==> src/rtl/slc3_mem_bridge.sv <==
// SLC-3 memory/IO bridge: req/ack handshake to SRAM with
// programmable wait states, plus a memory-mapped switch/hex port.
module slc3_mem_bridge #(
  parameter int                DATA_W      = 16,
  parameter int                ADDR_W      = 16,
  parameter int                WAIT_STATES = 1,
  parameter int                NUM_HEX     = 4,
  parameter logic [ADDR_W-1:0] IO_ADDR     = 16'hFFFF
) (
  input  logic                 Clk,
  input  logic                 Reset,
  input  logic                 cpu_req,
  input  logic                 cpu_we,
  input  logic [ADDR_W-1:0]    cpu_addr,
  input  logic [DATA_W-1:0]    cpu_wdata,
  output logic                 cpu_ack,
  output logic [DATA_W-1:0]    cpu_rdata,
  output logic                 busy,
  output logic [ADDR_W-1:0]    sram_addr,
  output logic [DATA_W-1:0]    sram_wdata,
  input  logic [DATA_W-1:0]    sram_rdata,
  output logic                 sram_oe,
  output logic                 sram_we,
  input  logic [DATA_W-1:0]    sw,
  output logic [NUM_HEX*4-1:0] hex_out
);

  typedef enum logic [1:0] {
    ST_IDLE   = 2'd0,
    ST_ACCESS = 2'd1,
    ST_DONE   = 2'd2
  } state_t;

  localparam logic [3:0] LP_WS = 4'(WAIT_STATES);

  state_t                r_state;
  state_t                w_state_nxt;
  logic [3:0]            r_cnt;
  logic                  r_we_lat;
  logic                  r_oe;
  logic                  r_swe;
  logic [ADDR_W-1:0]     r_addr;
  logic [DATA_W-1:0]     r_wdata;
  logic [DATA_W-1:0]     r_rdata;
  logic [NUM_HEX*4-1:0]  r_hex;
  logic                  w_is_io;
  logic                  w_accept;
  logic                  w_last;
  logic                  w_ack;

  assign w_is_io  = (cpu_addr == IO_ADDR);
  assign w_accept = (r_state == ST_IDLE) && cpu_req;
  assign w_last   = (r_cnt == 4'd0);

  // State register
  always_ff @(posedge Clk) begin
    if (Reset) r_state <= ST_IDLE;
    else       r_state <= w_state_nxt;
  end

  // Next-state and ack decode
  always_comb begin
    w_state_nxt = r_state;
    w_ack       = 1'b0;
    unique case (r_state)
      ST_IDLE: begin
        if (cpu_req)
          w_state_nxt = w_is_io ? ST_DONE : ST_ACCESS;
      end
      ST_ACCESS: begin
        if (w_last) w_state_nxt = ST_DONE;
      end
      ST_DONE: begin
        w_ack       = 1'b1;
        w_state_nxt = ST_IDLE;
      end
      default: w_state_nxt = ST_IDLE;
    endcase
  end

  // Latch request, count wait states, drive SRAM strobes, capture data
  always_ff @(posedge Clk) begin
    if (Reset) begin
      r_cnt    <= '0;
      r_we_lat <= 1'b0;
      r_oe     <= 1'b0;
      r_swe    <= 1'b0;
      r_addr   <= '0;
      r_wdata  <= '0;
      r_rdata  <= '0;
      r_hex    <= '0;
    end else begin
      if (w_accept) begin
        r_addr   <= cpu_addr;
        r_wdata  <= cpu_wdata;
        r_we_lat <= cpu_we;
        if (w_is_io) begin
          if (cpu_we) r_hex   <= cpu_wdata[NUM_HEX*4-1:0];
          else        r_rdata <= sw;
        end else begin
          r_cnt <= LP_WS;
          r_oe  <= ~cpu_we;
          r_swe <= cpu_we;
        end
      end else if (r_state == ST_ACCESS) begin
        if (w_last) begin
          if (!r_we_lat) r_rdata <= sram_rdata;
          r_oe  <= 1'b0;
          r_swe <= 1'b0;
        end else begin
          r_cnt <= r_cnt - 4'd1;
        end
      end
    end
  end

  assign cpu_ack    = w_ack;
  assign cpu_rdata  = r_rdata;
  assign busy       = (r_state != ST_IDLE);
  assign sram_addr  = r_addr;
  assign sram_wdata = r_wdata;
  assign sram_oe    = r_oe;
  assign sram_we    = r_swe;
  assign hex_out    = r_hex;

endmodule
==> config.mk <==
export PLATFORM = sky130hd
export DESIGN_NAME = slc3_mem_bridge
export DESIGN_NICKNAME = d
export VERILOG_FILES = /design/src/rtl/slc3_mem_bridge.sv
export SDC_FILE = /design/constraint.sdc
export NUM_CORES = 1
export LEC_CHECK = 0
export BUFFER_PORTS_ARGS = -buffer_cell sky130_fd_sc_hd__buf_4
export CAP_MARGIN = 20
export CORE_UTILIZATION = 42
export CTS_BUF_LIST = sky130_fd_sc_hd__clkbuf_8 sky130_fd_sc_hd__clkbuf_16
export DETAILED_ROUTE_END_ITERATION = 10
export PLACE_DENSITY = 0.79
export SLEW_MARGIN = 20
export SYNTH_ARGS = -nofsm -noshare
export SYNTH_HDL_FRONTEND = slang
export SYNTH_SLANG_ARGS = --single-unit
==> constraint.sdc <==
create_clock -name Clk -period 2.4 [get_ports Clk]
set_input_delay 0.36 -clock Clk [delete_from_list [all_inputs] [get_ports Clk]]
set_output_delay 0.36 -clock Clk [all_outputs]
set_load 0.1 [all_outputs]
### Yosys cells after proc, flatten, opt, wreduce, memory -nomap -nowiden

Cells that the tools add are included.

* add/sub/neg operators: 1
* eq/ne operators: 10
* multiplexer cells: 21
* bitwise logic cells: 1
* reductions and logical operators: 11

Operators with widths (number)
* 16-bit 2-to-1 mux: 6
* 16-bit == test (second input constant): 1
* 4-bit 2-to-1 mux: 4
* 2-bit != test (second input constant): 6
* 3-bit AND reduction: 3
* 1-bit 2-to-1 mux: 7
* 2-bit 2-to-1 mux: 3
* 2-bit nonzero test: 3
* 5-bit AND reduction: 1
* 4-bit zero test: 1
* 2-bit one-hot mux with 2 select lines: 1
* 4-bit by 1-bit subtractor with 4-bit output (second input constant): 1
* 2-bit by 1-bit == test with 1-bit output (second input constant): 1
* 2-bit == test (second input constant): 1
* 2-bit zero test: 1
* 2-bit by 1-bit != test with 1-bit output (second input constant): 1
* 2-bit AND reduction: 1
* 1-bit logical AND: 1
* 1-bit inverter: 1

* flip-flop bits (word level): 73
* bits of input ports: 68
* output and inout port bits: 68
* word-level logic and storage cells: 53

### Logic depth before layout (Yosys ltp)

* word-level depth: 4
* gate-level depth with buffers: 7
* mapped depth without buffers: 6

### Least setup slack after synthesis

Ideal clock, no wire load.

* path type: register -> register
* start: register r_cnt[0]
* end: register r_rdata[0] (netlist: cpu_rdata[0])
* setup time: 0.121 ns
* arrival time: 2.115 ns
* data required time: 2.279 ns
* slack: 0.164 ns
* cell stages (with the launch flop): 8
* path buffers: 1
* period minus slack after synthesis: 2.236 ns
* cells stage by stage: dfxtp_1 > inv_1 > ha_1 > or3b_1 > or4b_1 > o31ai_4 > buf_12 > mux2_4

* word-level cells in the longest chain between the ends: 3

Ends and longest elaborated chain
* start: declaration: RTL line 38 `logic [3:0] r_cnt;`
* start signal: assignment: RTL line 111 `r_cnt <= r_cnt - 4'd1;`
* 4-bit zero test: RTL line 53 `assign w_last = (r_cnt == 4'd0);`
* 2-bit nonzero test (no source line)
* 5-bit AND reduction (no source line)
* end signal: assignment: RTL line 99 `else r_rdata <= sw;`
* end signal: assignment: RTL line 107 `if (!r_we_lat) r_rdata <= sram_rdata;`
* end: declaration: RTL line 44 `logic [DATA_W-1:0] r_rdata;`

Every way passes these cells.
A chain may end at the register's enable or synchronous reset.

### Worst setup path in the final report

* start: register r_cnt[0]
* end: register r_rdata[8] (netlist: cpu_rdata[8])

Same word-level chain as after synthesis.

==> flow_summary.ini <==
[floorplan]
io_pins = 136
initial_core_util_pct = 44.4
rows = 30
die_y_um = 87.5
die_w_um = 87.5
die-area_um2 = 7650
core_area_um2 = 6910

[global_routing]
track_usage_pct = 21.6
grt_pass1_vias = 2857
overflow = 0
grt_max_degree = 74
antenna_found_initial = 0
grt_pass1_wl_mm = 12.8

[timing]
max_freq_mhz = 430
fin_skew_ps = 4.25
slew_headroom_pct = 33.7
final.period_utilization_pct = 96.9
rsz0062_at_grt = true
tightestPinTransition_ps = 994
drv_slew = 0
hold_viol_final = 0
finalSetupViolations = 0
fin_crit_ps = 2330

[worst_hold_path]
hold_path_class = in2reg
min_from = cpu_wdata[13]

[clock_network]
cts.sinks = 73
cts_buffers = 9
clock_path_buffers = 2
root_buffer = clkbuf_8
clkSlewWorstSetupHoldPaths_ps = 70
cts_tree = done
htreeDepth = 3
cts_setup_buffers = 0
clk_latency_ps = 330
holdBufCountCts = 0
post_cts_resized = 0

[placement]
gp_congestion = 0.794
place_area_um2 = 4150
portBuffers = 135
hpwl_mm = 5.80

[pwr]
internal_power_uw = 2090
p_seq_share_pct = 41.2
p_leak_uw = 0.00192
p_comb_share_pct = 28.5
net-switching-power_uw = 1100
power.total_uw = 3190
ir_drop_mv = 0.364
netSwitchingFraction_pct = 34.6
p_per_area_nw_per_um2 = 731
clock_power_share_pct = 30.3

[cells_and_area]
fillCellCount = 656
final_core_util_pct = 63.2
diodes = 0
area_growth_pct = 42.3
drive_gt1_share_pct = 35.6
nets = 570
final_area_um2 = 4360

[logic_synthesis]
synth_ff_type = dfxtp_1
yosysSeqAreaShare_pct = 47.7
synth_cells = 373
synthMuxAreaShare_pct = 7.10
yosys_warnings = 0
async_reset_ff_share_pct = 0
ys_top_cells_by_count = nand2_1 (100), dfxtp_1 (73), a21oi_1 (70)
synthTopCellsByArea = dfxtp_1 (48%), nand2_1 (12%), a21oi_1 (11%), mux2_4 (4.9%), nor2b_1 (3.7%)
synth-simple-area-share_pct = 23.2
synthDistinctLibCells = 34
yosysTopAreaCell = dfxtp_1
synth_compound_area_share_pct = 15.8
post_synth.cell_area_avg_um2 = 8.22
synthAdderAreaFrac_pct = 0.816
synth_top_area_share_pct = 47.7
syn_area_um2 = 3070
synth_nets = 443
yosysMostFrequentCell = nand2_1
synth_top_family_by_area = simple AND/OR/NAND/NOR gates
synth_edf_count = 0
synth_xor_area_share_pct = 0.857
synth-seq-cells = 73

[critical_path]
cp_slowest_stage_delay_ps = 570
path_class = reg2reg
cp-startpoint = r_cnt[0]
worst_path_max_delay_cell = or4b_1
cp_max_fo = 16
cp-start-kind = register
critPathCaptureType = register
worstPathArrival_ps = 2540
critical_path_required_ps = 2620
reg2reg_from = r_cnt[0]
path_cells = inv_1, ha_1, or3b_1, or4b_1, o31ai_4, mux2_2

[run_status]
status = finished clean

[routing]
wl_per_cell_um = 13.5
postRouteWirelength_mm = 8.14
drc = 0
drt-pass1-iter-count = 4
final_antenna_net_count = 0
vias_per_cell = 5.06
vias = 3042
first_iter_violations = 84

[flow_run]
drv_cap = 0
[cell usage in the layout, fill, tap and decap left out, types with 3 or more instances in the layout]
| master | count |
|---|---|
| nand4_1 | 4 |
| clkbuf_8 | 12 |
| mux2_4 | 11 |
| nor3_1 | 3 |
| nand3_1 | 20 |
| buf_4 | 145 |
| mux2_2 | 5 |
| nand2_1 | 100 |
| o21ai_0 | 16 |
| inv_1 | 4 |
| a21oi_1 | 70 |
| nor2b_1 | 18 |
| dfxtp_1 | 73 |
[cells by family (layout without fill, tap and decap cells)]
family | count (synthesis) | count (layout)
simple gates | 157 | 157
flops | 73 | 73
compound gates | 91 | 91
buf+inv | 31 | 163
fa+ha+maj | 2 | 2
xor+xnor | 3 | 3
mux | 16 | 16
[layout make-up]
type / instances / area [µm²] / area share, %
tap: 96 / 120 / 2.75
clock inverter: 4 / 42.5 / 0.975
timing repair buffer: 145 / 1090 / 24.9
clock buffer: 12 / 165 / 3.78
sequential: 73 / 1460 / 33.5
multi-input combinational: 269 / 1480 / 33.9
inverter: 2 / 7.51 / 0.172
[state kept, by name, indices dropped and copies added, names as in the netlist]
register,count
cpu_rdata,16
hex_out,16
r_cnt,4
r_state,2
r_we_lat,1
sram_addr,16
sram_oe,1
sram_wdata,16
sram_we,1
[worst paths after layout]
check                                      end  slack (ps)  depth (start not counted)
worst max-delay path              cpu_rdata[8]          70                          6
worst min-delay path            sram_wdata[13]         280                          3
worst max register to register    cpu_rdata[8]          70                          6
worst min register to register    sram_addr[3]         460                          2
[critical path: cells and delay by family, from the launching register on]
family | cells | cell delay (ps)
compound gates | 1 | 270
buf+inv | 1 | 110
simple gates | 2 | 930
flops | 1 | 310
mux | 1 | 410
fa+ha+maj | 1 | 180
[per-layer routing]
metal  up-vias  global-route usage, %  routed length [µm]
met1      1402                   25.2                3450
met2       120                   36.8                3910
met5         -                      0                   0
li1       1506                      -                   -
met3        14                   6.82                 632
met4         0                   8.20                 140
[power by group through the flow]
| stage | sequential (µW) | clock, µW | combinational, µW |
|---|---|---|---|
| floorplan | 1740 | 0 | 265 |
| global placement | 1340 | 0 | 899 |
| detailed placement | 1340 | 0 | 911 |
| CTS | 1310 | 990 | 913 |
| global route | 1320 | 1050 | 958 |
| finish | 1310 | 967 | 910 |
[per-stage QoR]
stage	TNS, ps	hold slack [ps]	cells	setup slack, ps
global route	-90.7	272	601	-22.2
finish	0	284	601	73.5
CTS	0	269	601	60.5
detailed placement	-2490	447	585	-203
floorplan	0	431	373	164
global placement	-1580	443	585	-136
Note: power is estimated with default switching activity, not from simulation.
